===== config.mk =====
export PLATFORM = sky130hd
export DESIGN_NAME = smc_cfg_apb_if
export DESIGN_NICKNAME = d
export VERILOG_FILES = /design/src/rtl/smc_cfg_apb_if.sv
export SDC_FILE = /design/constraint.sdc
export NUM_CORES = 1
export LEC_CHECK = 0
export CAP_MARGIN = 20
export CORE_MARGIN = 2
export CORE_UTILIZATION = 48
export DETAILED_ROUTE_END_ITERATION = 6
export PLACE_DENSITY = 0.86
export SYNTH_ARGS = -nofsm -noshare
export SYNTH_HDL_FRONTEND = slang
export SYNTH_SLANG_ARGS = --single-unit

===== constraint.sdc =====
create_clock -name hclk -period 4.2 [get_ports hclk]
set_input_delay 1.26 -clock hclk [delete_from_list [all_inputs] [get_ports hclk]]
set_output_delay 1.26 -clock hclk [all_outputs]
set_load 0.01 [all_outputs]

===== src/rtl/smc_cfg_apb_if.sv =====
// APB slave front-end for the read-only SMC config register: decodes transfers,
// selects the register on read hits, and returns a registered pready/pslverr response.
module smc_cfg_apb_if #(
  parameter int                ADDR_W      = 8,
  parameter logic [ADDR_W-1:0] CFG_ADDR    = '0,
  parameter int                WAIT_STATES = 1
) (
  input  logic              hclk,
  input  logic              n_sys_reset,
  input  logic              psel,
  input  logic              penable,
  input  logic              pwrite,
  input  logic [ADDR_W-1:0] paddr,
  input  logic [31:0]       rdata,
  output logic              selreg,
  output logic [31:0]       prdata,
  output logic              pready,
  output logic              pslverr,
  output logic [7:0]        err_cnt
);

  typedef enum logic [1:0] {
    ST_IDLE   = 2'd0,
    ST_ACCESS = 2'd1,
    ST_DONE   = 2'd2
  } state_t;

  localparam logic [3:0] WAIT_INIT = 4'(WAIT_STATES);

  state_t            state_q;
  logic [ADDR_W-1:0] addr_q;
  logic              write_q;
  logic [3:0]        cnt_q;
  logic              pready_q;
  logic              pslverr_q;
  logic [31:0]       prdata_q;
  logic [7:0]        err_cnt_q;
  logic [7:0]        err_cnt_d;
  logic              hit;
  logic              setup;

  // Only the word-aligned CFG_ADDR is mapped; every other offset is an error.
  assign hit = (addr_q[ADDR_W-1:2] == CFG_ADDR[ADDR_W-1:2]) && (addr_q[1:0] == 2'b00);

  assign setup     = psel && !penable;
  assign err_cnt_d = (err_cnt_q == 8'hFF) ? 8'hFF : err_cnt_q + 8'd1;

  always_ff @(posedge hclk or negedge n_sys_reset) begin
    if (!n_sys_reset) begin
      state_q   <= ST_IDLE;
      addr_q    <= '0;
      write_q   <= 1'b0;
      cnt_q     <= '0;
      pready_q  <= 1'b0;
      pslverr_q <= 1'b0;
      prdata_q  <= '0;
      err_cnt_q <= '0;
    end else begin
      case (state_q)
        ST_IDLE: begin
          pready_q  <= 1'b0;
          pslverr_q <= 1'b0;
          prdata_q  <= '0;
          if (setup) begin
            state_q <= ST_ACCESS;
            addr_q  <= paddr;
            write_q <= pwrite;
            cnt_q   <= WAIT_INIT;
          end
        end
        ST_ACCESS: begin
          if (!psel) begin
            state_q <= ST_IDLE;
          end else if (penable) begin
            if (cnt_q != 4'd0) begin
              cnt_q <= cnt_q - 4'd1;
            end else begin
              state_q  <= ST_DONE;
              pready_q <= 1'b1;
              if (hit && !write_q) begin
                prdata_q  <= rdata;
                pslverr_q <= 1'b0;
              end else begin
                prdata_q  <= '0;
                pslverr_q <= 1'b1;
                err_cnt_q <= err_cnt_d;
              end
            end
          end
        end
        ST_DONE: begin
          pready_q  <= 1'b0;
          pslverr_q <= 1'b0;
          prdata_q  <= '0;
          // A SETUP seen during the response cycle starts the next transfer directly.
          if (setup) begin
            state_q <= ST_ACCESS;
            addr_q  <= paddr;
            write_q <= pwrite;
            cnt_q   <= WAIT_INIT;
          end else begin
            state_q <= ST_IDLE;
          end
        end
        default: begin
          state_q <= ST_IDLE;
        end
      endcase
    end
  end

  assign selreg  = (state_q == ST_ACCESS) && hit && !write_q;
  assign pready  = pready_q;
  assign pslverr = pslverr_q;
  assign prdata  = prdata_q;
  assign err_cnt = err_cnt_q;

endmodule

==> Word level (Yosys, flattened, before mapping) <==
Cells that the tools add are included.
{ "word_totals": {"word_cells": 67, "reg_bits": 57} }
{ "op_classes": {"muxes": 26, "n_addsub": 2, "n_eq_ne": 11, "bitwise": 2, "reduce_logical": 18} }
{ "ops": {"columns": ["op", "count"], "rows": [
  ["$mux 32", 4],
  ["$pmux 32 s2", 1],
  ["$mux 4", 4],
  ["$ne 2x2->1 const B", 5],
  ["$reduce_and 5->1", 2],
  ["$add 8x1->8 const B", 1],
  ["$eq 8x8->1 const B", 1],
  ["$mux 1", 8],
  ["$mux 2", 4],
  ["$mux 8", 1],
  ["$pmux 4 s2", 1],
  ["$logic_not 6->1", 1],
  ["$ne 3x3->1 const B", 2],
  ["$pmux 2 s3", 1],
  ["$logic_and 1x1->1", 5],
  ["$logic_not 2->1", 2],
  ["$pmux 1 s2", 2],
  ["$reduce_and 4->1", 1],
  ["$reduce_bool 4->1", 1],
  ["$sub 4x1->4 const B", 1],
  ["$reduce_and 3->1", 1],
  ["$eq 2x1->1 const B", 1],
  ["$eq 2x2->1 const B", 1],
  ["$logic_not 1->1", 2],
  ["5 further kinds", 6]
]} }

==> Longest topological paths before layout <==
Gate-level depths: netlist (run 1).
{ "depth": {"word_depth": 8, "ltp_mapped": 8, "ltp_nobuf": 6} }

==> Worst setup path before layout (run 1) <==
No wires, ideal clock.
{ "synth_path": {"path_kind": "reg-to-output", "start": "register addr_q[5]", "end": "output selreg", "n_path_buf": 1, "path_stages_with_launch": 5, "t_required_ps": 2940, "arrival_ps": 1305, "path_slack_ps": 1635, "cell_sequence": "dfrtp_1 > nor4_1 > nand3_1 > clkbuf_1 > nor3b_1"} }
{ "synth_via": {"elab_chain_cells": 4} }
{ "synth_rtl": {"columns": ["element", "line_no", "source"], "rows": [
  ["start: declaration", "31", "logic [ADDR_W-1:0] addr_q;"],
  ["start signal: assignment", "66", "addr_q <= paddr;"],
  ["start signal: assignment", "98", "addr_q <= paddr;"],
  ["$logic_not 6->1", "43", "assign hit = (addr_q[ADDR_W-1:2] == CFG_ADDR[ADDR_W-1:2]) && (addr_q[1:0] == 2'b00);"],
  ["$logic_and 1x1->1", "43", null],
  ["$logic_and 1x1->1 (2 in series)", "112", "assign selreg = (state_q == ST_ACCESS) && hit && !write_q;"],
  ["end: declaration", "15", "output logic selreg,"]
]} }
No other way between the ends.

==> Worst setup path after layout (run 1) <==
Ends and elaborated chain as after synthesis.

==> flow_summary_export.csv, run 1 <==
group,metric,value,unit
worst_setup_path,cp_top_family,"simple AND/OR/NAND/NOR gates",
sta,drv_slew,0,
worst_setup_path,critPathKind,"flop to primary output",
floorplan,io_pins,88,
cts,cts_tree,"built",
worst_setup_path,cp_max_fo,12,
routing,vias,1905,
final_layout,n_antenna_cell,0,
synthesis,syn_area_per_cell,12.9,um^2
synthesis,yosys.cell_types.count,41,
cts,cts_buffers,9,
final_layout,fin_nets,322,
final_layout,area_growth,44.3,%
worst_setup_path,cp-end-kind,"primary output",
cts,clock_path_buffers,2,
synthesis,yosysWarnings,0,
sta,fin_setup_tns,0,ns
synthesis,syn-cell-area,2410,um^2
routing,antenna_left,0,
cts,cts_resized,0,
run_status,status,"finished clean",
worst_hold_path,hold_path.class,"flop to flop",
synthesis,syn_nets,234,
cts,root_buffer,"clkbuf_8",
worst_setup_path,critPathRequiredTime,2.94,ns
worst_setup_path,crit_chain,"nor4_1, nand3_1, nor3b_1, clkdlybuf4s50_1",
sta,skew,0.00840,ns
sta,min_period,3.58,ns
routing,viasPerCell,5.51,
floorplan,die_x,74.8,um
final_layout,final_cell_mix,"clkdlybuf4s50_1 (86), dfrtp_1 (57), a22o_1 (32)",
final_layout,ff_latch_area,1430,um^2
cts,cts.sinks,57,
worst_setup_path,critical_path_buf_inv_count,1,
routing,drt-initial-drc-count,144,
cts,clock_latency,0.33,ns
synthesis,yosys_register_bits,57,
cts,cts_max_level,3,
routing,drc,0,
final_layout,multi_input_area,872,um^2
power_and_ir_drop,p_leak,1.52,nW
final_layout,drive_gt1_share,9.32,%
routing,drt-pass1-iter-count,4,
global_route,grt_max_degree,34,
synthesis,synth_cells,187,
power_and_ir_drop,ir_drop,0.302,mV
cts,postCtsHoldBufs,0,
global_route,antenna_found_initial,0,
sta,worst_pin_slew,0.526,ns
floorplan,die_height,74.8,um
final_layout,mostFrequentLayoutCell,"clkdlybuf4s50_1",
cts,cts_setup_buffers,0,
synthesis,yosysSeqAreaShare,59.3,%
floorplan,row_count,25,
synthesis,synth_edf_count,0,
routing,drt_wl_total,5650,um
place,portBuffers,87,
global_route,grt_pass1_vias,1776,
sta,setup-violations-final,0,
synthesis,synthArstFlopShare,100,%
global_route,grt_first_pass_wirelength,8830,um
worst_setup_path,cpPeakStageDelay,0.58,ns
place,gp_congestion,0.843,
synthesis,synth_ff_type,"dfrtp_1",
floorplan,core,4790,um^2
sta,fmax,280,MHz
floorplan,initial_core_util,50.3,%
sta,finalHoldViolations,0,
sta,timing.slew.headroom,65.0,%
worst_setup_path,cp_slowest_cell,"clkdlybuf4s50_1",
cts,clkSlewWorstSetupHoldPaths,0.07,ns
worst_setup_path,timing.critical_path.from_type,"flop",
power_and_ir_drop,finalPower,1.34,mW
sta,post-route-period-util,85.2,%
place,place_hpwl,4040,um
power_and_ir_drop,p_per_area,385,nW/um^2
floorplan,die-area,5600,um^2
global_route,grt_usage,21.3,%
sta,grt_setup_unrepaired,"no",
final_layout,fill_cells,345,
global_route,grt_overflow,0,
routing,routedWlPerCell,16.3,um
run,max_cap_viol_count,0,
worst_setup_path,critPathArrivalTime,2.32,ns
==> layer usage <==
layer | track usage (%) | routed length [um] | up-vias
met2 | 32.5 | 2610 | 87
met1 | 29.7 | 2550 | 922
li1 | - | - | 888
met3 | 4.55 | 418 | 8
met4 | 8.93 | 73 | 0
met5 | 0 | 0 | -
==> worst reg2reg max path: cells and delay by family, from the launching register on <==
family	cells	cell delay, ns
AO/OA/AOI/OAI	1	0.21
buffers and inverters	1	0.33
flip-flops	1	0.41
AND/OR/NAND/NOR	3	0.96
==> power breakdown <==
| part | leakage (nW) | switching, mW | internal [mW] | total [mW] |
|---|---|---|---|---|
| sequential | 0.764 | 0.0512 | 0.599 | 0.651 |
| combinational | 0.662 | 0.0976 | 0.125 | 0.223 |
| clock | 0.0980 | 0.207 | 0.256 | 0.463 |
==> synthesized netlist by cell type, drive strengths merged, types with 3 or more instances <==
| master | count | share of area [%] |
|---|---|---|
| a31oi | 11 | 2.9 |
| and2 | 3 | 0.78 |
| nand2 | 4 | 0.62 |
| nor2 | 6 | 0.94 |
| a22o | 32 | 12 |
| buf | 12 | 3.6 |
| o2bb2ai | 4 | 1.5 |
| inv | 6 | 0.94 |
| nor3 | 3 | 1.1 |
| a21oi | 3 | 0.62 |
| nor2b | 3 | 0.78 |
| nand3 | 6 | 1.2 |
| dfrtp | 57 | 59 |
| mux2 | 11 | 5.3 |
==> state kept, by name (all words and copies together) (netlist names) <==
register	count
prdata	32
addr_q	8
err_cnt	8
cnt_q	4
state_q	2
pready	1
pslverr	1
write_q	1
==> cell families (layout without fill, tap and decap cells) <==
family	Yosys count	count (layout)	synth area share, %
AND/OR/NAND/NOR	39	39	10.0
buffers and inverters	19	111	4.73
AO/OA/AOI/OAI	58	58	19.2
adder cells (fa/ha/maj)	2	2	1.04
multiplexers	12	12	5.72
flip-flops	57	57	59.3
==> through the flow <==
stage | setup slack [ns] | hold WS, ns | instances | utilization [%] | cell area (um^2)
after floorplan | 1.64 | 0.458 | 187 | - | 2410
after global placement | 0.891 | 0.462 | 331 | 68.8 | 3290
after detailed placement | 0.835 | 0.466 | 331 | 68.8 | 3290
after CTS | 0.576 | 0.481 | 346 | 72.6 | 3470
after global routing | 0.404 | 0.495 | 346 | 72.6 | 3470
final | 0.624 | 0.481 | 346 | 72.6 | 3470
==> layout make-up <==
type	count	share of cell area (%)
sequential	57	41.1
timing repair buffer	90	25.6
multi-input combinational	111	25.1
clock buffer	12	4.76
tap	67	2.41
inverter	6	0.648
clock inverter	3	0.432
==> final timing paths <==
check | startpoint | endpoint | slack (ns) | cells after the start
min in group asynchronous | n_sys_reset | prdata[26] | 0.91 | 1
worst max-delay path | addr_q[5] | selreg | 0.62 | 4
worst max register to register | cnt_q[3] | prdata[0] | 2.22 | 5
worst min register to register | pslverr | pslverr | 0.48 | 1
max in group asynchronous | n_sys_reset | prdata[4] | 2.47 | 2
worst min-delay path | pslverr | pslverr | 0.48 | 1
Power figures use the tool's default switching activity.
==> inputs of run 2 (changes only) <==
- ABC_AREA: unset -> 1
- CORE_UTILIZATION: 48 -> 49
==> run 2 against run 1 <==
Against the previous run: area after synthesis grew 9.1%; count of clock-buffer cells in the layout grew 2; die area grew 6.5%; first-iteration DRC count shrank 2.1%; combinational power grew 88%; wire length grew 18%; largest cell class unchanged; final area grew 7.4%; worst hold slack lost 0.0013 ns; power grew 23%; worst setup slack gained 0.45 ns.
==> flow_summary_export.csv, run 2 <==
group,metric,value,unit
run_status,status,"finished clean",
final_layout,n_antenna_cell,0,
sta,finalHoldViolations,0,
sta,worst_pin_slew,0.921,ns
synthesis,yosys-top-cells-area,"dfrtp_1 (54%), nand2_1 (20%), nand3_1 (11%)",
power_and_ir_drop,switchingPower,0.534,mW
global_route,grt_overflow,0,
synthesis,yosysWarnings,0,
worst_hold_path,whs_path_depth,2,
global_route,grt_max_degree,42,
global_route,grt_pass1_vias,2381,
worst_setup_path,reg2reg_from,"cnt_q[0]",
sta,timing.slew.headroom,38.6,%
power_and_ir_drop,p_leak,1.88,nW
worst_setup_path,rr_endpoint,"prdata[5]",
routing,drt_wl_total,6690,um
power_and_ir_drop,finalPower,1.64,mW
worst_setup_path,critPathLaunch,"state_q[0]",
worst_setup_path,timing.critical_path.from_type,"flop",
power_and_ir_drop,p_clk_share,32.3,%
worst_hold_path,hold_path_startpoint,"write_q",
sta,setup-violations-final,0,
synthesis,synth_cells,320,
floorplan,die_x,77.2,um
routing,routedWlPerCell,13.8,um
final_layout,mostFrequentLayoutCell,"nand2_1",
synthesis,synth_common_cells,"nand2_1 (141), dfrtp_1 (57), nand3_1 (56), inv_1 (14), nor2_1 (12)",
cts,postCtsHoldBufs,0,
routing,antenna_left,0,
synthesis,yosysSeqAreaShare,54.3,%
worst_setup_path,reg2reg_slack,2.25,ns
synthesis,synth_top_area_share,54.3,%
sta,skew,0.00772,ns
sta,fmax,320,MHz
final_layout,fill_cells,414,
synthesis,yosys.area.top_type,"dfrtp_1",
place,place_hpwl,4690,um
worst_hold_path,hold_end,"write_q",
power_and_ir_drop,ir_drop,0.346,mV
floorplan,initial_core_util,51.1,%
worst_setup_path,cp-end-kind,"primary output",
worst_setup_path,critPathArrivalTime,1.87,ns
synthesis,synth_ff_type,"dfrtp_1",
cts,cts_buffers,9,
synthesis,syn-cell-area,2630,um^2
power_and_ir_drop,p_int,1.11,mW
final_layout,fin_nets,456,
routing,drt-initial-drc-count,141,
power_and_ir_drop,p_per_area,440,nW/um^2
place,portBuffers,87,
floorplan,core,5140,um^2
synthesis,synthArstFlopShare,100,%
routing,viasPerCell,5.07,
cts,clock_latency,0.33,ns
final_layout,final_cell_mix,"nand2_1 (141), clkdlybuf4s50_1 (86), dfrtp_1 (57)",
worst_hold_path,hold_path.class,"flop to flop",
cts,root_buffer,"clkbuf_8",
sta,grt_setup_unrepaired,"no",
synthesis,synth_edf_count,0,
cts,cts_resized,0,
routing,drc,0,
cts,cts_tree,"built",
synthesis,yosys_register_bits,57,
power_and_ir_drop,swShare,32.5,%
final_layout,largest_reg_flops,32,
power_and_ir_drop,p_seq_share,42.1,%
sta,post-route-period-util,74.4,%
global_route,grt_usage,23.6,%
floorplan,die_height,77.2,um
run,max_cap_viol_count,0,
worst_setup_path,cp_max_fo,13,
worst_setup_path,critPathRequiredTime,2.94,ns
cts,cts_max_level,3,
sta,min_period,3.13,ns
sta,hold_ws,0.480,ns
cts,cts_setup_buffers,0,
sta,drv_slew,0,
synthesis,syn_nets,367,
synthesis,synth.most_common_cell,"nand2_1",
cts,clkSlewWorstSetupHoldPaths,0.06,ns
final_layout,drive_gt1_share,7.25,%
final_layout,area_growth,42.0,%
global_route,grt_first_pass_wirelength,11200,um
cts,clock_path_buffers,2,
global_route,antenna_found_initial,0,
worst_setup_path,critPathKind,"flop to primary output",
routing,vias,2454,
place,gp_congestion,0.804,
floorplan,io_pins,88,
routing,drt-pass1-iter-count,4,
synthesis,syn_area_per_cell,8.21,um^2
floorplan,row_count,26,
power_and_ir_drop,p_comb_share,25.6,%
sta,fin_setup_tns,0,ns
floorplan,die-area,5960,um^2
cts,cts.sinks,57,
worst_setup_path,reg2reg_depth,8,
synthesis,yosys.cell_types.count,25,
-- run 2: layer usage --
| metal | track usage, % | wire, um |
|---|---|---|
| met5 | 0 | 0 |
| met4 | 8.39 | 124 |
| met3 | 6.00 | 478 |
| met2 | 38.2 | 3230 |
| met1 | 30.8 | 2850 |
-- run 2: worst max-delay path: stages, from the launching register on --
cell	delay, ns
dfrtp_1	0.51
inv_2	0.19
nor3_1	0.26
clkdlybuf4s50_1	0.58
-- run 2: per-stage QoR --
step,worst slack (ns),instances,util [%],cell area (um^2)
final,1.07,484,72.6,3730
after global routing,0.911,484,72.6,3730
after CTS,1.06,484,72.6,3730
after detailed placement,1.19,468,68.5,3520
after global placement,1.27,468,68.5,3520
after floorplan,1.97,320,-,2630
-- run 2: layout make-up --
class | count | area, um^2 | area share, %
inverters | 17 | 63.8 | 1.71
clock inverters | 2 | 35.0 | 0.939
repair buffers | 90 | 888 | 23.8
flip-flops and latches | 57 | 1430 | 38.2
clock buffers | 14 | 173 | 4.63
multi-input cells | 234 | 1060 | 28.3
well taps | 70 | 87.6 | 2.35
-- run 2: cells by family after synthesis --
family	share of synthesized area [%]
AND/OR/NAND/NOR	36.7
flip-flops	54.3
adder cells (fa/ha/maj)	0.952
XOR/XNOR	0.667
AO/OA/AOI/OAI	1.86
buffers and inverters	5.52
-- run 2: power by group through the flow --
stage | logic [mW] | clock network [mW] | registers, mW
2_1_floorplan | 0.297 | 0 | 0.680
3_3_place_gp | 0.405 | 0 | 0.694
3_5_place_dp | 0.421 | 0 | 0.696
4_1_cts | 0.425 | 0.537 | 0.690
5_1_grt | 0.476 | 0.564 | 0.700
6_report | 0.420 | 0.531 | 0.691
-- run 2: worst max path at each step --
stage | slack, ns | end
5_1_grt | 0.91 | selreg
2_1_floorplan | 1.97 | selreg
4_1_cts | 1.06 | selreg
3_3_place_gp | 1.27 | prdata[13]
3_5_place_dp | 1.19 | prdata[5]
6_report | 1.07 | selreg
